File: src/rtl/text_buffer_writer_pkg.sv
// Shared constants, state encoding and a character-class helper for the
// text buffer write side.
package text_pkg;

  localparam int COLS      = 80;
  localparam int ROWS      = 30;
  localparam int FIRST_ROW = 1;
  localparam int AW        = 12;

  localparam logic [7:0] CH_SPACE = 8'h20;
  localparam logic [7:0] CH_CR    = 8'h0D;
  localparam logic [7:0] CH_BS    = 8'h08;

  localparam int KB_UP    = 8;
  localparam int KB_DOWN  = 7;
  localparam int KB_LEFT  = 6;
  localparam int KB_RIGHT = 5;

  typedef enum logic [2:0] {
    CLEAR_ALL,
    IDLE,
    EXEC,
    SCROLL_RD,
    SCROLL_WR,
    SCROLL_CLR
  } state_t;

  // Printable ASCII range that is written straight into the buffer.
  function automatic logic is_printable(input logic [7:0] c);
    return (c >= 8'h20) && (c <= 8'h7E);
  endfunction

endpackage

File: src/rtl/text_buffer_writer_cursor_next.sv
// Combinational event decoder: from the current cursor (address plus
// row/col counters) and a registered key event, produce the next cursor,
// the write (if any) and whether the event needs a scroll.
module text_cursor_next #(
  parameter int COLS      = text_pkg::COLS,
  parameter int ROWS      = text_pkg::ROWS,
  parameter int FIRST_ROW = text_pkg::FIRST_ROW,
  parameter int AW        = text_pkg::AW,
  parameter int RW        = $clog2(ROWS),
  parameter int CW        = $clog2(COLS)
) (
  input  logic [AW-1:0] cursor,
  input  logic [RW-1:0] row,
  input  logic [CW-1:0] col,
  input  logic [7:0]    ascii,
  input  logic          up,
  input  logic          down,
  input  logic          left,
  input  logic          right,
  output logic [AW-1:0] next_cursor,
  output logic [RW-1:0] next_row,
  output logic [CW-1:0] next_col,
  output logic          write,
  output logic [AW-1:0] write_addr,
  output logic [7:0]    write_data,
  output logic          scroll_req
);
  import text_pkg::*;

  localparam logic [AW-1:0] REGION_START = AW'(FIRST_ROW * COLS);
  localparam logic [AW-1:0] BUF_END      = AW'(ROWS * COLS - 1);
  localparam logic [AW-1:0] COLS_A       = AW'(COLS);
  localparam logic [RW-1:0] FIRST_ROW_R  = RW'(FIRST_ROW);
  localparam logic [RW-1:0] LAST_ROW_R   = RW'(ROWS - 1);
  localparam logic [CW-1:0] LAST_COL     = CW'(COLS - 1);

  logic [RW-1:0] left_row, right_row;
  logic [CW-1:0] left_col, right_col;

  // One-step moves including the row wrap at either end of a line.
  assign left_row  = (col == '0) ? row - 1'b1 : row;
  assign left_col  = (col == '0) ? LAST_COL : col - 1'b1;
  assign right_row = (col == LAST_COL) ? row + 1'b1 : row;
  assign right_col = (col == LAST_COL) ? '0 : col + 1'b1;

  // Decode the event; arrows win over ascii, priority up>down>left>right.
  always_comb begin
    next_cursor = cursor;
    next_row    = row;
    next_col    = col;
    write       = 1'b0;
    write_addr  = cursor;
    write_data  = ascii;
    scroll_req  = 1'b0;
    if (up) begin
      if (row > FIRST_ROW_R) begin
        next_cursor = cursor - COLS_A;
        next_row    = row - 1'b1;
      end
    end else if (down) begin
      if (row < LAST_ROW_R) begin
        next_cursor = cursor + COLS_A;
        next_row    = row + 1'b1;
      end
    end else if (left) begin
      if (cursor > REGION_START) begin
        next_cursor = cursor - 1'b1;
        next_row    = left_row;
        next_col    = left_col;
      end
    end else if (right) begin
      if (cursor < BUF_END) begin
        next_cursor = cursor + 1'b1;
        next_row    = right_row;
        next_col    = right_col;
      end
    end else if (is_printable(ascii)) begin
      write = 1'b1;
      // Typing past the last cell scrolls; the cursor is repositioned
      // once the scroll finishes.
      if (cursor == BUF_END) begin
        scroll_req = 1'b1;
      end else begin
        next_cursor = cursor + 1'b1;
        next_row    = right_row;
        next_col    = right_col;
      end
    end else if (ascii == CH_CR) begin
      if (row < LAST_ROW_R) begin
        next_cursor = cursor - AW'(col) + COLS_A;
        next_row    = row + 1'b1;
        next_col    = '0;
      end else begin
        scroll_req = 1'b1;
      end
    end else if (ascii == CH_BS) begin
      if (cursor > REGION_START) begin
        next_cursor = cursor - 1'b1;
        next_row    = left_row;
        next_col    = left_col;
        write       = 1'b1;
        write_addr  = cursor - 1'b1;
        write_data  = CH_SPACE;
      end
    end
  end

endmodule

File: src/rtl/text_buffer_writer.sv
// Write side of the character text buffer: clears the editable region
// after reset, applies keyboard events to the cursor and buffer, and
// scrolls the editable region up by one row through the read port.
module text_buffer_writer #(
  parameter int COLS      = text_pkg::COLS,
  parameter int ROWS      = text_pkg::ROWS,
  parameter int FIRST_ROW = text_pkg::FIRST_ROW,
  parameter int AW        = text_pkg::AW
) (
  input  logic          clk,
  input  logic          clrn,
  input  logic [7:0]    ascii_in,
  input  logic [15:0]   kbsig,
  input  logic          in_valid,
  output logic          in_ready,
  output logic          wr_en,
  output logic [AW-1:0] wr_addr,
  output logic [7:0]    wr_data,
  output logic [AW-1:0] rd_addr,
  input  logic [7:0]    rd_data,
  output logic [AW-1:0] cursor
);
  import text_pkg::*;

  localparam int RW = $clog2(ROWS);
  localparam int CW = $clog2(COLS);

  localparam logic [AW-1:0] REGION_START   = AW'(FIRST_ROW * COLS);
  localparam logic [AW-1:0] LAST_ROW_START = AW'((ROWS - 1) * COLS);
  localparam logic [AW-1:0] SCROLL_END     = AW'((ROWS - 1) * COLS - 1);
  localparam logic [AW-1:0] BUF_END        = AW'(ROWS * COLS - 1);
  localparam logic [AW-1:0] COLS_A         = AW'(COLS);
  localparam logic [RW-1:0] FIRST_ROW_R    = RW'(FIRST_ROW);
  localparam logic [RW-1:0] LAST_ROW_R     = RW'(ROWS - 1);

  state_t        state_reg, state_next;
  logic [AW-1:0] cursor_reg, cursor_next;
  logic [RW-1:0] row_reg, row_next;
  logic [CW-1:0] col_reg, col_next;
  logic [AW-1:0] addr_reg, addr_next;
  logic [7:0]    ev_ascii_reg;
  logic [3:0]    ev_kb_reg;
  logic          accept;

  logic [AW-1:0] cn_cursor, cn_waddr;
  logic [RW-1:0] cn_row;
  logic [CW-1:0] cn_col;
  logic [7:0]    cn_wdata;
  logic          cn_write, cn_scroll;

  logic          wr_en_c, ready_c;
  logic [AW-1:0] wr_addr_c, rd_addr_c;
  logic [7:0]    wr_data_c;

  logic          unused_kb_bits;
  assign unused_kb_bits = &{1'b0, kbsig[15:9], kbsig[4:0]};

  assign accept = in_valid && (state_reg == IDLE);

  text_cursor_next #(
    .COLS      (COLS),
    .ROWS      (ROWS),
    .FIRST_ROW (FIRST_ROW),
    .AW        (AW),
    .RW        (RW),
    .CW        (CW)
  ) u_cursor_next (
    .cursor      (cursor_reg),
    .row         (row_reg),
    .col         (col_reg),
    .ascii       (ev_ascii_reg),
    .up          (ev_kb_reg[3]),
    .down        (ev_kb_reg[2]),
    .left        (ev_kb_reg[1]),
    .right       (ev_kb_reg[0]),
    .next_cursor (cn_cursor),
    .next_row    (cn_row),
    .next_col    (cn_col),
    .write       (cn_write),
    .write_addr  (cn_waddr),
    .write_data  (cn_wdata),
    .scroll_req  (cn_scroll)
  );

  // State, cursor, address counter and event capture registers.
  always_ff @(posedge clk) begin
    if (!clrn) begin
      state_reg    <= CLEAR_ALL;
      cursor_reg   <= REGION_START;
      row_reg      <= FIRST_ROW_R;
      col_reg      <= '0;
      addr_reg     <= REGION_START;
      ev_ascii_reg <= '0;
      ev_kb_reg    <= '0;
    end else begin
      state_reg  <= state_next;
      cursor_reg <= cursor_next;
      row_reg    <= row_next;
      col_reg    <= col_next;
      addr_reg   <= addr_next;
      if (accept) begin
        ev_ascii_reg <= ascii_in;
        ev_kb_reg    <= {kbsig[KB_UP], kbsig[KB_DOWN], kbsig[KB_LEFT], kbsig[KB_RIGHT]};
      end
    end
  end

  // Next-state and port decode for clear, event execution and scroll.
  always_comb begin
    state_next  = state_reg;
    cursor_next = cursor_reg;
    row_next    = row_reg;
    col_next    = col_reg;
    addr_next   = addr_reg;
    wr_en_c     = 1'b0;
    wr_addr_c   = addr_reg;
    wr_data_c   = CH_SPACE;
    rd_addr_c   = '0;
    ready_c     = 1'b0;
    case (state_reg)
      CLEAR_ALL: begin
        wr_en_c = 1'b1;
        if (addr_reg == BUF_END) begin
          addr_next  = REGION_START;
          state_next = IDLE;
        end else begin
          addr_next = addr_reg + 1'b1;
        end
      end
      IDLE: begin
        ready_c = 1'b1;
        if (in_valid) state_next = EXEC;
      end
      EXEC: begin
        wr_en_c   = cn_write;
        wr_addr_c = cn_waddr;
        wr_data_c = cn_wdata;
        if (cn_scroll) begin
          addr_next  = REGION_START;
          state_next = SCROLL_RD;
        end else begin
          cursor_next = cn_cursor;
          row_next    = cn_row;
          col_next    = cn_col;
          state_next  = IDLE;
        end
      end
      SCROLL_RD: begin
        rd_addr_c  = addr_reg + COLS_A;
        state_next = SCROLL_WR;
      end
      SCROLL_WR: begin
        wr_en_c   = 1'b1;
        wr_data_c = rd_data;
        if (addr_reg == SCROLL_END) begin
          addr_next  = LAST_ROW_START;
          state_next = SCROLL_CLR;
        end else begin
          addr_next  = addr_reg + 1'b1;
          state_next = SCROLL_RD;
        end
      end
      SCROLL_CLR: begin
        wr_en_c = 1'b1;
        if (addr_reg == BUF_END) begin
          cursor_next = LAST_ROW_START;
          row_next    = LAST_ROW_R;
          col_next    = '0;
          addr_next   = REGION_START;
          state_next  = IDLE;
        end else begin
          addr_next = addr_reg + 1'b1;
        end
      end
      default: state_next = CLEAR_ALL;
    endcase
  end

  // Reset gates the strobes so nothing is written or accepted in the
  // cycle where clrn is sampled low, even mid-operation.
  assign wr_en    = wr_en_c & clrn;
  assign in_ready = ready_c & clrn;
  assign wr_addr  = wr_addr_c;
  assign wr_data  = wr_data_c;
  assign rd_addr  = rd_addr_c;
  assign cursor   = cursor_reg;

endmodule
File: config.mk
export PLATFORM = sky130hd
export DESIGN_NAME = text_buffer_writer
export DESIGN_NICKNAME = d
export VERILOG_FILES = /design/src/rtl/text_buffer_writer_pkg.sv /design/src/rtl/text_buffer_writer_cursor_next.sv /design/src/rtl/text_buffer_writer.sv
export SDC_FILE = /design/constraint.sdc
export NUM_CORES = 1
export LEC_CHECK = 0
export ABC_CLOCK_PERIOD_IN_PS = 4500
export BUFFER_PORTS_ARGS = -buffer_cell sky130_fd_sc_hd__buf_2
export CAP_MARGIN = 20
export CELL_PAD_IN_SITES_DETAIL_PLACEMENT = 1
export CELL_PAD_IN_SITES_GLOBAL_PLACEMENT = 1
export CORE_MARGIN = 10
export CORE_UTILIZATION = 40
export CTS_CLUSTER_DIAMETER = 100
export DETAILED_ROUTE_END_ITERATION = 12
export GPL_TIMING_DRIVEN = 0
export PLACE_DENSITY = 0.77
export SYNTH_ARGS = -nofsm -noshare
export SYNTH_HDL_FRONTEND = slang
export SYNTH_SLANG_ARGS = --single-unit
File: constraint.sdc
create_clock -name clk -period 4.5 [get_ports clk]
set_input_delay 0.225 -clock clk [delete_from_list [all_inputs] [get_ports clk]]
set_output_delay 0.225 -clock clk [all_outputs]
set_load 0.03 [all_outputs]
# Word-level counts from Yosys, hierarchy flattened
# Cells that the tools add are included.
dict set report totals {
  output_inout_bits 46
  register_bits 51
  inputBits 35
}
dict set report op_classes {
  n_eq_ne 28
  add_sub_neg 12
  bitwise_logic 2
  n_mux 93
  n_reduce_logical 13
  n_lt_le_gt_ge 6
}
# operator count
set op_table {}
lappend op_table {{12-bit two-way mux} 26}
lappend op_table {{7-bit two-way mux} 15}
lappend op_table {{5-bit two-way mux} 16}
lappend op_table {{8-bit two-way mux} 8}
lappend op_table {{12-bit by 7-bit adder with 12-bit output (second input constant)} 3}
lappend op_table {{12-bit equality test (second input constant)} 3}
lappend op_table {{12-bit one-hot mux with 3 select lines} 1}
lappend op_table {{12-bit by 1-bit adder with 12-bit output (second input constant)} 2}
lappend op_table {{12-bit one-hot mux with 2 select lines} 1}
lappend op_table {{1-bit two-way mux} 17}
lappend op_table {{8-bit by 4-bit equality test with 1-bit output (second input constant)} 2}
lappend op_table {{8-bit one-hot mux with 2 select lines} 1}
lappend op_table {{3-bit one-hot mux with 5 select lines} 1}
lappend op_table {{7-bit one-hot mux with 2 select lines} 1}
lappend op_table {{12-bit by 7-bit > comparator with 1-bit output (second input constant)} 1}
lappend op_table {{12-bit < comparator (second input constant)} 1}
lappend op_table {{2-bit inequality test (second input constant)} 6}
lappend op_table {{12-bit by 1-bit subtractor with 12-bit output (second input constant)} 1}
lappend op_table {{12-bit by 7-bit subtractor with 12-bit output} 1}
lappend op_table {{12-bit by 7-bit subtractor with 12-bit output (second input constant)} 1}
lappend op_table {{5-bit one-hot mux with 2 select lines} 1}
lappend op_table {{3-bit two-way mux} 3}
lappend op_table {{9-bit AND reduction} 1}
lappend op_table {{8-bit by 6-bit >= comparator with 1-bit output (second input constant)} 1}
lappend op_table {{other kinds (34)} 40}

# Longest topological paths before layout
# Gate-level depths: netlist of run 1.
dict set report logic_depth {
  word_depth 12
  depth_mapped 14
  mapped_depth_nobuf 13
}

# Modules after synthesis
# From an unflattened synthesis of run 1, not the netlist that was laid out.
dict set report unflattened {
  hier_cells 1050
  area_unflattened_um2 7299.5
}
# module n_inst seq_area_each_um2 area_per_inst_um2 cells_per_inst
set by_module_without_submodules {}
lappend by_module_without_submodules {text_cursor_next 1 0.0 4629.4 739}
lappend by_module_without_submodules {text_buffer_writer 1 1021.0 2670.1 311}

# Least setup slack after synthesis of run 1
# No wires, ideal clock.
dict set report synth_path {
  path_type {reg2out}
  startpoint {register cursor_reg[8] (netlist: cursor[8])}
  endpoint {output wr_addr[2]}
  arrival_time_ps 3339
  slack_ps 936
  path_stages_with_launch 10
  required_ps 4275
  cell_sequence {dfxtp_1 > clkinv_1 > ha_1 > and3_1 > o21a_1 > clkbuf_1 > nor3_1 > nand2_1 > xor2_1 > o21ai_0}
}
dict set report synth_between {
  elab_chain_len 10
}
# element line
set synth_lines {}
lappend synth_lines {{start: declaration} text_buffer_writer.sv:37} ;# logic [AW-1:0] cursor_reg, cursor_next;
lappend synth_lines {{start signal: assignment} text_buffer_writer.sv:97} ;# cursor_reg <= cursor_next;
lappend synth_lines {{12-bit by 7-bit > comparator with 1-bit output} text_buffer_writer_cursor_next.sv:97} ;# if (cursor > REGION_START) begin
lappend synth_lines {{12-bit two-way mux} n/a}
lappend synth_lines {{12-bit two-way mux} text_buffer_writer_cursor_next.sv:96} ;# end else if (ascii == CH_BS) begin
lappend synth_lines {{12-bit two-way mux} text_buffer_writer_cursor_next.sv:88} ;# end else if (ascii == CH_CR) begin
lappend synth_lines {{12-bit two-way mux} text_buffer_writer_cursor_next.sv:77} ;# end else if (is_printable(ascii)) begin
lappend synth_lines {{12-bit two-way mux} text_buffer_writer_cursor_next.sv:71} ;# end else if (right) begin
lappend synth_lines {{12-bit two-way mux} text_buffer_writer_cursor_next.sv:65} ;# end else if (left) begin
lappend synth_lines {{12-bit two-way mux} text_buffer_writer_cursor_next.sv:60} ;# end else if (down) begin
lappend synth_lines {{12-bit two-way mux} text_buffer_writer_cursor_next.sv:55} ;# if (up) begin
lappend synth_lines {{12-bit two-way mux} text_buffer_writer.sv:120} ;# case (state_reg)
lappend synth_lines {{end: declaration} text_buffer_writer.sv:17} ;# output logic [AW-1:0] wr_addr,
# Every way passes these cells.

# Worst setup path after layout of run 1
dict set report layout_path {
  startpoint {register cursor_reg[4] (netlist: cursor[4])}
  endpoint {output wr_addr[3]}
}
# The elaborated chain is that of the path after synthesis.

==> results_tabular.tex, run 1 <==
\begin{tabular}{lr}
\hline
Metric & Value \\
\hline
\multicolumn{2}{l}{\textbf{Layout}} \\
Fraction of final layout cells with drive strength greater than 1 & 10.7\% \\
Leading cell type in the layout, fill and taps excluded & sky130\_fd\_sc\_hd\_\_nand2\_1 \\
Layout-stage area growth over the synthesis result & 12.3\% \\
Antenna diodes & 0 \\
Number of nets in the layout & 997 \\
Most frequent cells in the layout & sky130\_fd\_sc\_hd\_\_nand2\_1 (104), sky130\_fd\_sc\_hd\_\_nor2\_1 (72), sky130\_fd\_sc\_hd\_\_buf\_2 (72), sky130\_fd\_sc\_hd\_\_a21oi\_1 (65), sky130\_fd\_sc\_hd\_\_o21ai\_0 (63) \\
\multicolumn{2}{l}{\textbf{Detailed routing}} \\
Detailed router's first-iteration violation count & 572 \\
Routed WL per cell & 22.0 um \\
Total number of vias & 6913 \\
Drt drc & 0 \\
Via density per instance & 6.27 \\
Total length of routed wires & 24300 um \\
Count of antenna-violating nets left after detailed routing & 0 \\
TritonRoute pass-1 iters & 5 \\
\multicolumn{2}{l}{\textbf{STA}} \\
Hold Slack & 0.143 ns \\
Final period util & 91.8\% \\
Relative slew margins & 38.7\% \\
Pin slew with the least headroom to its limit & 0.916 ns \\
Worst Clk Skew & 0.00332 ns \\
Number of failing setup endpoints in the final timing report & 0 \\
Fmax & 242 MHz \\
Post-layout min period & 4.13 ns \\
Fin. Hold Viols & 0 \\
Setup TNS Final & 0 ns \\
Setup repair after global routing missed its margin & no \\
Final Max Tran Viols & 0 \\
\multicolumn{2}{l}{\textbf{Place}} \\
Gpl congestion & 1.01 \\
Total half-perimeter wirelength after legalization and detailed placement & 18500 um \\
Number of buffers added on ports & 67 \\
\multicolumn{2}{l}{\textbf{Flow run}} \\
Max-cap viol count & 0 \\
\multicolumn{2}{l}{\textbf{Floorplan}} \\
Placeable core region & 0.0145 mm\^{}2 \\
Die outline area & 0.0199 mm\^{}2 \\
Die outline width & 141 um \\
Height of the chip & 141 um \\
Starting utilization of the core area & 40.6\% \\
Core Rows & 44 \\
Number of primary I/O pins & 81 \\
\multicolumn{2}{l}{\textbf{Min path}} \\
Hold/Removal Path Class & input port to flip-flop \\
\multicolumn{2}{l}{\textbf{Yosys}} \\
Flip-flop and latch count after synthesis & 51 \\
Post-synthesis instance total & 842 \\
Top\_reg\_cell synth & sky130\_fd\_sc\_hd\_\_dfxtp\_1 \\
Synthesized cell area & 0.00588 mm\^{}2 \\
Distinct cell type count of the synthesized netlist & 79 \\
Synth warn & 0 \\
Number of enable flip-flop cells after synthesis & 0 \\
Synth Area per Inst & 6.98 um\^{}2 \\
Share of async-settable or async-resettable flops after synthesis & 0\% \\
Sequential-to-total area share from yosys stat & 17.4\% \\
Synthesized Nets & 922 \\
\multicolumn{2}{l}{\textbf{Clock tree}} \\
Sinks on Clock Net & 51 \\
TritonCTS clock tree & yes \\
Post-CTS setup buffers & 0 \\
Deepest clock path buffer count & 2 \\
Worst skew pair latency & 0.31 ns \\
Root buffer cell & sky130\_fd\_sc\_hd\_\_clkbuf\_16 \\
Clk pin slew, worst setup/hold paths & 0.08 ns \\
TritonCTS buffer count & 5 \\
H-tree levels & 2 \\
\multicolumn{2}{l}{\textbf{Run status}} \\
Result of the run & finished clean \\
\multicolumn{2}{l}{\textbf{Setup path}} \\
FF-to-FF path depth & 11 \\
Endpoint of the lowest-slack register-to-register path & cursor[11] \\
Arrival time reported for the critical path endpoint & 3.91 ns \\
R2R Path Start & cursor[9] \\
Setup crit end kind & output port \\
Minimum setup slack among reg-to-reg paths & 0.67 ns \\
Critical Path Fanout Max & 10 \\
Startpoint type of the worst setup path & flip-flop \\
Critical path startpoint & cursor[4] \\
Required time of the worst setup path & 4.28 ns \\
Category of the critical setup timing path & flip-flop to output port \\
Critical Path Sink & wr\_addr[3] \\
\multicolumn{2}{l}{\textbf{GRT}} \\
Global router's overall resource usage & 23.2\% \\
GRT overflow & 0 \\
Maximum number of pins on one net before global-route repair & 17 \\
First-pass GRT wire length & 37500 um \\
Vias in the first global route & 6707 \\
Antenna violations before repair & 0 \\
\multicolumn{2}{l}{\textbf{Power}} \\
Leak Pwr & 2.48 nW \\
Combinational Power Share & 4.7\% \\
Maximum resistive drop on vdd & 128 uV \\
Total power & 0.912 mW \\
Proportion of power drawn by the clock network & 45.2\% \\
Fraction of power spent switching nets & 26.0\% \\
Net load switching power & 0.237 mW \\
Power density of the placed cells & 138 mW/mm\^{}2 \\
Internal power summed over all cells & 0.675 mW \\
Sequential share of power & 50.0\% \\
\hline
\end{tabular}
logic make-up after synthesis:
kind of cell               share of synthesized area, %
adders and majority gates                          9.71
buffers and inverters                              6.58
DFF                                                17.4
and+or+nand+nor                                    26.3
muxes                                             0.532
AOI/OAI and AO/OA                                  30.4
xor gates and xnor gates                           9.09
per-layer routing:
| metal | wire length, um | GRT usage (%) | vias up |
|---|---|---|---|
| met3 | 1780 | 4.64 | 48 |
| met2 | 11300 | 37.3 | 261 |
| met1 | 10600 | 30.2 | 3378 |
| met4 | 608 | 7.55 | 0 |
| met5 | 0 | 0 | - |
| li1 | - | - | 3226 |
final cells by class:
class	instances	area [um^2]
inverters	37	139
repair buffers	68	343
clock inverters	3	18.8
clock buffers	5	125
fillers	1906	7880
well taps	184	230
plain buffers	61	248
multi-input cells	693	4470
flip-flops and latches	51	1020
how the worst min path moves through the flow:
| stage | startpoint | end | slack (ns) | depth (start not counted) |
|---|---|---|---|---|
| after floorplan | ascii_in[7] | ev_ascii_reg[7] | 0.36 | 2 |
| after global placement | kbsig[5] | ev_kb_reg[0] | 0.47 | 3 |
| after detailed placement | ascii_in[7] | ev_ascii_reg[7] | 0.47 | 3 |
| after CTS | ascii_in[7] | ev_ascii_reg[7] | 0.15 | 3 |
| after global routing | ascii_in[1] | ev_ascii_reg[1] | 0.15 | 3 |
| final | ascii_in[7] | ev_ascii_reg[7] | 0.14 | 3 |
what timing repair did:
item                       in CTS  in global routing
hold buffers                    0                  0
gates resized for setup         0                  1
setup endpoints to repair       0                  4
Yosys cell counts, drive strengths merged (8+ instances only):
| cell | instances | share of area [%] |
|---|---|---|
| a221oi | 12 | 1.9 |
| nor3 | 26 | 2.2 |
| dfxtp | 51 | 17 |
| ha | 44 | 9.4 |
| a22o | 10 | 1.5 |
| and3 | 21 | 2.2 |
| clkbuf | 46 | 3.0 |
| a21o | 8 | 1.0 |
| inv | 35 | 2.2 |
| o21ai | 66 | 5.6 |
| a31oi | 11 | 1.2 |
| a21oi | 65 | 5.5 |
| a211oi | 10 | 1.5 |
| xnor2 | 43 | 6.4 |
| nand4 | 10 | 1.1 |
| nand2 | 105 | 6.7 |
| nor2 | 72 | 4.6 |
| o211ai | 9 | 1.1 |
| xor2 | 18 | 2.7 |
| buf | 15 | 1.3 |
| nand3 | 29 | 2.5 |
power groups by stage:
stage / sequential (mW) / combinational, mW / clock, mW
floorplan: 0.466 / 0.0214 / 0
global placement: 0.467 / 0.0422 / 0
detailed placement: 0.467 / 0.0426 / 0
CTS: 0.456 / 0.0427 / 0.421
global route: 0.457 / 0.0464 / 0.434
finish: 0.456 / 0.0431 / 0.412
per-stage QoR:
step	setup WS [ns]	instances	utilization [%]	instance area (um^2)
2_1_floorplan	0.936	842	-	5880
3_3_place_gp	0.639	1093	44.5	6440
3_5_place_dp	0.611	1093	44.5	6440
4_1_cts	0.266	1101	45.5	6590
5_1_grt	0.205	1102	45.6	6600
6_report	0.368	1102	45.6	6600
critical path, stage by stage (launching register included):
cell	delay, ns
sky130_fd_sc_hd__dfxtp_1	0.54
sky130_fd_sc_hd__inv_1	0.30
sky130_fd_sc_hd__ha_1	0.33
sky130_fd_sc_hd__nand3b_1	0.18
sky130_fd_sc_hd__and3_1	0.24
sky130_fd_sc_hd__o21a_1	0.25
sky130_fd_sc_hd__clkbuf_1	0.33
sky130_fd_sc_hd__nor3_2	0.58
sky130_fd_sc_hd__nand2_1	0.13
sky130_fd_sc_hd__xor2_1	0.19
sky130_fd_sc_hd__o21ai_0	0.26
sky130_fd_sc_hd__buf_2	0.26
No activity file was read; power rests on OpenSTA's default activity.
==> inputs of run 2 (changes only) <==
ABC_AREA = 1   (was unset)
ABC_CLOCK_PERIOD_IN_PS = 4130   (was 4500)
CTS_BUF_LIST = sky130_fd_sc_hd__clkbuf_8   (was unset)
PLACE_DENSITY = 0.79   (was 0.77)
clock period = 4.13 ns   (was 4.5 ns; I/O delays follow)
==> run 2 against run 1 <==
  * Core utilization is 0.099 points higher
  * Synthesized cell count is 24% higher
  * Final area is 5.6% higher
==> results_tabular.tex, run 2 <==
\begin{tabular}{lr}
\hline
Metric & Value \\
\hline
\multicolumn{2}{l}{\textbf{Run status}} \\
Result of the run & finished clean \\
\multicolumn{2}{l}{\textbf{Setup path}} \\
Kind of cell adding the most delay to the critical path & simple AND/OR/NAND/NOR gates \\
R2R Path Start & cursor[9] \\
Setup crit end kind & output port \\
Critical Path Fanout Max & 12 \\
Startpoint type of the worst setup path & flip-flop \\
CP Cell Sequence & clkinv\_1, ha\_1, nand2\_1, nor2\_1, nand2\_2, nand2\_4, inv\_4, nand2\_2, nor2\_1, nand3\_1, nand3\_1, nand2\_1, nor3\_1, a2bb2oi\_1, buf\_2 \\
Slowest cell on the critical path & sky130\_fd\_sc\_hd\_\_dfxtp\_1 \\
Category of the critical setup timing path & flip-flop to output port \\
Required time of the worst setup path & 3.92 ns \\
Stage delay of the slowest cell on the critical path & 0.63 ns \\
Critical path depth & 15 \\
Critical Path Sink & wr\_addr[11] \\
Arrival time reported for the critical path endpoint & 3.52 ns \\
FF-to-FF path depth & 13 \\
Endpoint of the lowest-slack register-to-register path & cursor[8] \\
Critical path startpoint & cursor[8] \\
Minimum setup slack among reg-to-reg paths & 1.03 ns \\
Buffers \& Inverters on Critical Path & 3 \\
\multicolumn{2}{l}{\textbf{GRT}} \\
GRT overflow & 0 \\
First-pass GRT wire length & 39900 um \\
Global router's overall resource usage & 22.9\% \\
Antenna violations before repair & 0 \\
Maximum number of pins on one net before global-route repair & 19 \\
Vias in the first global route & 7406 \\
\multicolumn{2}{l}{\textbf{Layout}} \\
Number of nets in the layout & 1203 \\
Antenna diodes & 0 \\
Most frequent cells in the layout & sky130\_fd\_sc\_hd\_\_nand2\_1 (206), sky130\_fd\_sc\_hd\_\_inv\_1 (132), sky130\_fd\_sc\_hd\_\_nor2\_1 (112), sky130\_fd\_sc\_hd\_\_a21oi\_1 (102), sky130\_fd\_sc\_hd\_\_o21ai\_0 (83) \\
Post-layout util & 45.7\% \\
Leading cell type in the layout, fill and taps excluded & sky130\_fd\_sc\_hd\_\_nand2\_1 \\
Layout-stage area growth over the synthesis result & 11.2\% \\
Fraction of final layout cells with drive strength greater than 1 & 14.6\% \\
\multicolumn{2}{l}{\textbf{Clock tree}} \\
Post-CTS setup buffers & 0 \\
Deepest clock path buffer count & 2 \\
Root buffer cell & sky130\_fd\_sc\_hd\_\_clkbuf\_8 \\
CTS Hold Bufs & 0 \\
TritonCTS clock tree & yes \\
Sinks on Clock Net & 51 \\
H-tree levels & 2 \\
Clk pin slew, worst setup/hold paths & 0.12 ns \\
Worst skew pair latency & 0.34 ns \\
Number of cells upsized or downsized after cts & 0 \\
TritonCTS buffer count & 5 \\
\multicolumn{2}{l}{\textbf{Place}} \\
Placement-stage worst setup slack & 0.812 ns \\
Total half-perimeter wirelength after legalization and detailed placement & 19900 um \\
Gpl congestion & 0.955 \\
Number of buffers added on ports & 68 \\
\multicolumn{2}{l}{\textbf{Detailed routing}} \\
Detailed router's first-iteration violation count & 498 \\
Via density per instance & 5.46 \\
Routed WL per cell & 18.6 um \\
TritonRoute pass-1 iters & 5 \\
Total length of routed wires & 24800 um \\
Drt drc & 0 \\
Count of antenna-violating nets left after detailed routing & 0 \\
Total number of vias & 7285 \\
\multicolumn{2}{l}{\textbf{STA}} \\
Setup slack after layout & 0.400 ns \\
Setup repair after global routing missed its margin & no \\
Final period util & 90.3\% \\
Worst Clk Skew & 0.00635 ns \\
Pin slew with the least headroom to its limit & 0.780 ns \\
Final Max Tran Viols & 0 \\
Setup TNS Final & 0 ns \\
Fin. Hold Viols & 0 \\
Number of failing setup endpoints in the final timing report & 0 \\
Fmax & 268 MHz \\
Post-layout min period & 3.73 ns \\
Relative slew margins & 48.0\% \\
\multicolumn{2}{l}{\textbf{Power}} \\
Total power & 1.63 mW \\
Power density of the placed cells & 233 mW/mm\^{}2 \\
Leak Pwr & 3.30 nW \\
Maximum resistive drop on vdd & 137 uV \\
\multicolumn{2}{l}{\textbf{Floorplan}} \\
Height of the chip & 145 um \\
Core Rows & 45 \\
Placeable core region & 0.0153 mm\^{}2 \\
Starting utilization of the core area & 41.1\% \\
Number of primary I/O pins & 81 \\
Die outline width & 145 um \\
Die outline area & 0.0211 mm\^{}2 \\
\multicolumn{2}{l}{\textbf{Yosys}} \\
Synthesized cell area & 0.00627 mm\^{}2 \\
Share of async-settable or async-resettable flops after synthesis & 0\% \\
Synth warn & 0 \\
Number of enable flip-flop cells after synthesis & 0 \\
Top\_reg\_cell synth & sky130\_fd\_sc\_hd\_\_dfxtp\_1 \\
Top post-synthesis cells by area & sky130\_fd\_sc\_hd\_\_dfxtp\_1 (16\%), sky130\_fd\_sc\_hd\_\_nand2\_1 (12\%), sky130\_fd\_sc\_hd\_\_ha\_1 (8.8\%), sky130\_fd\_sc\_hd\_\_a21oi\_1 (8.1\%), sky130\_fd\_sc\_hd\_\_inv\_1 (7.9\%) \\
Post-synthesis instance total & 1048 \\
Synth Area per Inst & 5.98 um\^{}2 \\
Flip-flop and latch count after synthesis & 51 \\
Distinct cell type count of the synthesized netlist & 54 \\
Most used standard cell by instance count after synthesis & sky130\_fd\_sc\_hd\_\_nand2\_1 \\
Sequential-to-total area share from yosys stat & 16.3\% \\
Commonest cells in the netlist & sky130\_fd\_sc\_hd\_\_nand2\_1 (206), sky130\_fd\_sc\_hd\_\_inv\_1 (132), sky130\_fd\_sc\_hd\_\_nor2\_1 (112) \\
Top-area cell type share of the netlist area & 16.3\% \\
Cell taking the most area after synthesis & sky130\_fd\_sc\_hd\_\_dfxtp\_1 \\
Synthesized Nets & 1128 \\
\multicolumn{2}{l}{\textbf{Flow run}} \\
Max-cap viol count & 0 \\
\multicolumn{2}{l}{\textbf{Min path}} \\
Hold/Removal Path Class & input port to flip-flop \\
\hline
\end{tabular}
[run 2: where the power goes]
group | switching [mW] | internal, mW
Combinational | 0.516 | 0.216
Clock | 0.231 | 0.126
Sequential | 0.0206 | 0.516
Total | 0.769 | 0.858
[run 2: worst min path at each step]
stage / startpoint / endpoint / slack (ns) / cells past startpoint
2_1_floorplan: ascii_in[2] / ev_ascii_reg[2] / 0.34 / 2
3_3_place_gp: ascii_in[2] / ev_ascii_reg[2] / 0.43 / 3
3_5_place_dp: ascii_in[7] / ev_ascii_reg[7] / 0.44 / 3
4_1_cts: ascii_in[7] / ev_ascii_reg[7] / 0.07 / 3
5_1_grt: ascii_in[5] / ev_ascii_reg[5] / 0.08 / 3
6_report: ascii_in[7] / ev_ascii_reg[7] / 0.08 / 3
[run 2: through the flow]
step | hold WS, ns | cells | area, um^2
floorplan | 0.341 | 1048 | 6270
global placement | 0.434 | 1327 | 6870
detailed placement | 0.438 | 1327 | 6870
CTS | 0.0731 | 1335 | 6970
global route | 0.0815 | 1335 | 6970
finish | 0.0792 | 1335 | 6970
[run 2: routing by layer]
| metal | global-route usage, % | share of wire [%] | vias up |
|---|---|---|---|
| met5 | 0 | 0 | - |
| met4 | 7.28 | 2.8 | 0 |
| met3 | 2.92 | 4.3 | 50 |
| met2 | 38.5 | 47 | 186 |
| met1 | 29.7 | 46 | 3444 |
| li1 | - | - | 3605 |
[run 2: area by class of cell]
type,count,area (um^2)
inverter,153,588
clock inverter,3,27.5
tap,211,264
timing repair buffer,68,340
buffer,41,233
clock buffer,5,68.8
sequential,51,1020
multi-input combinational,803,4430
fill,2188,8290
[run 2: logic make-up after synthesis]
family | share of synthesized area [%]
simple gates | 35.2
compound gates | 22.2
buf+inv | 13.1
flops | 16.3
fa+ha+maj | 9.10
xor+xnor | 4.19
[run 2: worst reg2reg max path, cell delays in order (launching register included)]
cell and delay [ns]:
sky130_fd_sc_hd__dfxtp_1 0.47, sky130_fd_sc_hd__clkbuf_1 0.38, sky130_fd_sc_hd__inv_1 0.24, sky130_fd_sc_hd__ha_1 0.29, sky130_fd_sc_hd__nand2_1 0.11, sky130_fd_sc_hd__nor2_1 0.08
sky130_fd_sc_hd__nand2_2 0.12, sky130_fd_sc_hd__o211ai_1 0.18, sky130_fd_sc_hd__nand3_1 0.11, sky130_fd_sc_hd__inv_1 0.07, sky130_fd_sc_hd__nor3_4 0.27, sky130_fd_sc_hd__nand3_2 0.26
sky130_fd_sc_hd__a21oi_1 0.29, sky130_fd_sc_hd__a21oi_1 0.10
==> inputs of run 3 (changes only) <==
ABC_AREA = unset   (was 1)
PLACE_DENSITY = 0.77   (was 0.79)
==> run 3 against run 2 <==
  * Register-to-register slack worse by 0.71 ns
  * Via count is 4.8% lower
  * First-iteration DRC count rose by 3.4%
  * Global-route usage up 0.20 points
  * Die area fell by 5.4%
  * Final area decreased by 5.9%
  * Largest cell class unchanged
==> results_tabular.tex, run 3 (synthesis gave the netlist of run 1 again) <==
\begin{tabular}{lr}
\hline
Metric & Value \\
\hline
\multicolumn{2}{l}{\textbf{STA}} \\
Number of failing setup endpoints in the final timing report & 0 \\
Post-layout min period & 3.93 ns \\
Final period util & 95.3\% \\
Pin slew with the least headroom to its limit & 0.919 ns \\
Final Max Tran Viols & 0 \\
Setup TNS Final & 0 ns \\
Fmax & 254 MHz \\
Fin. Hold Viols & 0 \\
Relative slew margins & 38.2\% \\
Worst Clk Skew & 0.00704 ns \\
Setup repair after global routing missed its margin & no \\
\multicolumn{2}{l}{\textbf{Setup path}} \\
Category of the critical setup timing path & flip-flop to output port \\
Critical path startpoint & cursor[4] \\
Startpoint type of the worst setup path & flip-flop \\
Minimum setup slack among reg-to-reg paths & 0.32 ns \\
R2R Path Start & cursor[9] \\
Stage delay of the slowest cell on the critical path & 0.55 ns \\
Arrival time reported for the critical path endpoint & 3.73 ns \\
Critical Path Fanout Max & 10 \\
Setup crit end kind & output port \\
CP Cell Sequence & inv\_1, ha\_1, nand3b\_1, and3\_1, o21a\_1, clkbuf\_2, nor2\_1, o21ai\_0, a211oi\_1, buf\_2 \\
Buffers \& Inverters on Critical Path & 3 \\
Kind of cell adding the most delay to the critical path & simple AND/OR/NAND/NOR gates \\
Slowest cell on the critical path & sky130\_fd\_sc\_hd\_\_dfxtp\_1 \\
Required time of the worst setup path & 3.92 ns \\
\multicolumn{2}{l}{\textbf{Detailed routing}} \\
Via density per instance & 6.29 \\
Routed WL per cell & 21.9 um \\
TritonRoute pass-1 iters & 7 \\
Detailed router's first-iteration violation count & 515 \\
Count of antenna-violating nets left after detailed routing & 0 \\
Total number of vias & 6936 \\
Drt drc & 0 \\
Total length of routed wires & 24100 um \\
\multicolumn{2}{l}{\textbf{Layout}} \\
Most frequent cells in the layout & sky130\_fd\_sc\_hd\_\_nand2\_1 (104), sky130\_fd\_sc\_hd\_\_nor2\_1 (72), sky130\_fd\_sc\_hd\_\_buf\_2 (72), sky130\_fd\_sc\_hd\_\_a21oi\_1 (65), sky130\_fd\_sc\_hd\_\_o21ai\_0 (63) \\
Fraction of final layout cells with drive strength greater than 1 & 10.9\% \\
Layout-stage area growth over the synthesis result & 11.6\% \\
\# fillers & 1914 \\
Post-layout instance count excluding filler cells & 1102 \\
Leading cell type in the layout, fill and taps excluded & sky130\_fd\_sc\_hd\_\_nand2\_1 \\
Antenna diodes & 0 \\
Number of nets in the layout & 997 \\
Post-layout util & 45.3\% \\
\multicolumn{2}{l}{\textbf{Clock tree}} \\
Sinks on Clock Net & 51 \\
Root buffer cell & sky130\_fd\_sc\_hd\_\_clkbuf\_8 \\
TritonCTS buffer count & 5 \\
Clk pin slew, worst setup/hold paths & 0.11 ns \\
TritonCTS clock tree & yes \\
Worst skew pair latency & 0.34 ns \\
Deepest clock path buffer count & 2 \\
H-tree levels & 2 \\
\multicolumn{2}{l}{\textbf{Floorplan}} \\
Number of primary I/O pins & 81 \\
Starting utilization of the core area & 40.6\% \\
Die outline width & 141 um \\
Placeable core region & 0.0145 mm\^{}2 \\
Die outline area & 0.0199 mm\^{}2 \\
Core Rows & 44 \\
Height of the chip & 141 um \\
\multicolumn{2}{l}{\textbf{Place}} \\
Number of buffers added on ports & 67 \\
Gpl congestion & 1.01 \\
Inst Count DP & 1093 \\
Total half-perimeter wirelength after legalization and detailed placement & 18500 um \\
\multicolumn{2}{l}{\textbf{Min path}} \\
Hold/Removal Path Class & input port to flip-flop \\
Start point of the worst hold path & ascii\_in[7] \\
\multicolumn{2}{l}{\textbf{Run status}} \\
Result of the run & finished clean \\
\multicolumn{2}{l}{\textbf{Power}} \\
Power density of the placed cells & 134 mW/mm\^{}2 \\
Maximum resistive drop on vdd & 111 uV \\
Total power & 0.877 mW \\
Leak Pwr & 2.46 nW \\
\multicolumn{2}{l}{\textbf{Flow run}} \\
Max-cap viol count & 0 \\
\multicolumn{2}{l}{\textbf{GRT}} \\
Antenna violations before repair & 0 \\
First-pass GRT wire length & 37400 um \\
GRT overflow & 0 \\
Maximum number of pins on one net before global-route repair & 17 \\
Vias in the first global route & 6653 \\
Global router's overall resource usage & 23.1\% \\
\hline
\end{tabular}
[run 3: final timing paths]
check                                       end  cells past startpoint
worst max-delay path                      wr_en                     10
worst min-delay path            ev_ascii_reg[7]                      3
worst max register to register       cursor[11]                     11
worst min register to register  ev_ascii_reg[7]                      2
[run 3: cell type report]
type | count | area, um^2 | area share [%]
Inverter | 37 | 139 | 2.12
Clock buffer | 5 | 68.8 | 1.05
Clock inverter | 3 | 18.8 | 0.286
Timing Repair Buffer | 68 | 343 | 5.23
Multi-Input combinational cell | 693 | 4490 | 68.4
Tap cell | 184 | 230 | 3.51
Sequential cell | 51 | 1020 | 15.6
Buffer | 61 | 249 | 3.80
[run 3: repair_timing]
action / in CTS / in global routing
hold buffers: 0 / 0
hold endpoints to repair: 0 / 0
setup buffers: 0 / 0
endpoints found under the setup margin: 6 / 11
resized for setup: 1 / 4
[run 3: per-stage QoR]
| stage | cell area, um^2 | worst slack (ns) | hold slack (ns) |
|---|---|---|---|
| after floorplan | 5880 | 0.584 | 0.342 |
| final | 6560 | 0.195 | 0.0851 |
| after global routing | 6560 | 0.00541 | 0.0898 |
| after detailed placement | 6440 | 0.259 | 0.456 |
| after CTS | 6540 | 0.131 | 0.0842 |
| after global placement | 6440 | 0.288 | 0.452 |
[run 3: worst min-delay path, stage by stage]
cell and delay [ns]:
sky130_fd_sc_hd__buf_2 0.09, sky130_fd_sc_hd__nand2_1 0.04, sky130_fd_sc_hd__a21oi_1 0.05
[run 3: metal layers]
metal / vias to the layer above / track usage [%] / part of all wire (%)
met3: 57 / 4.03 / 7.2
met5: - / 0 / 0
met4: 0 / 8.10 / 2.9
met1: 3389 / 30.5 / 44
met2: 267 / 36.8 / 46
li1: 3223 / - / -
[run 3: power breakdown]
group          leakage, nW  internal (mW)  switching [mW]
clock               0.0483          0.120           0.213
combinational         2.00         0.0155          0.0310
sequential           0.411          0.494         0.00342
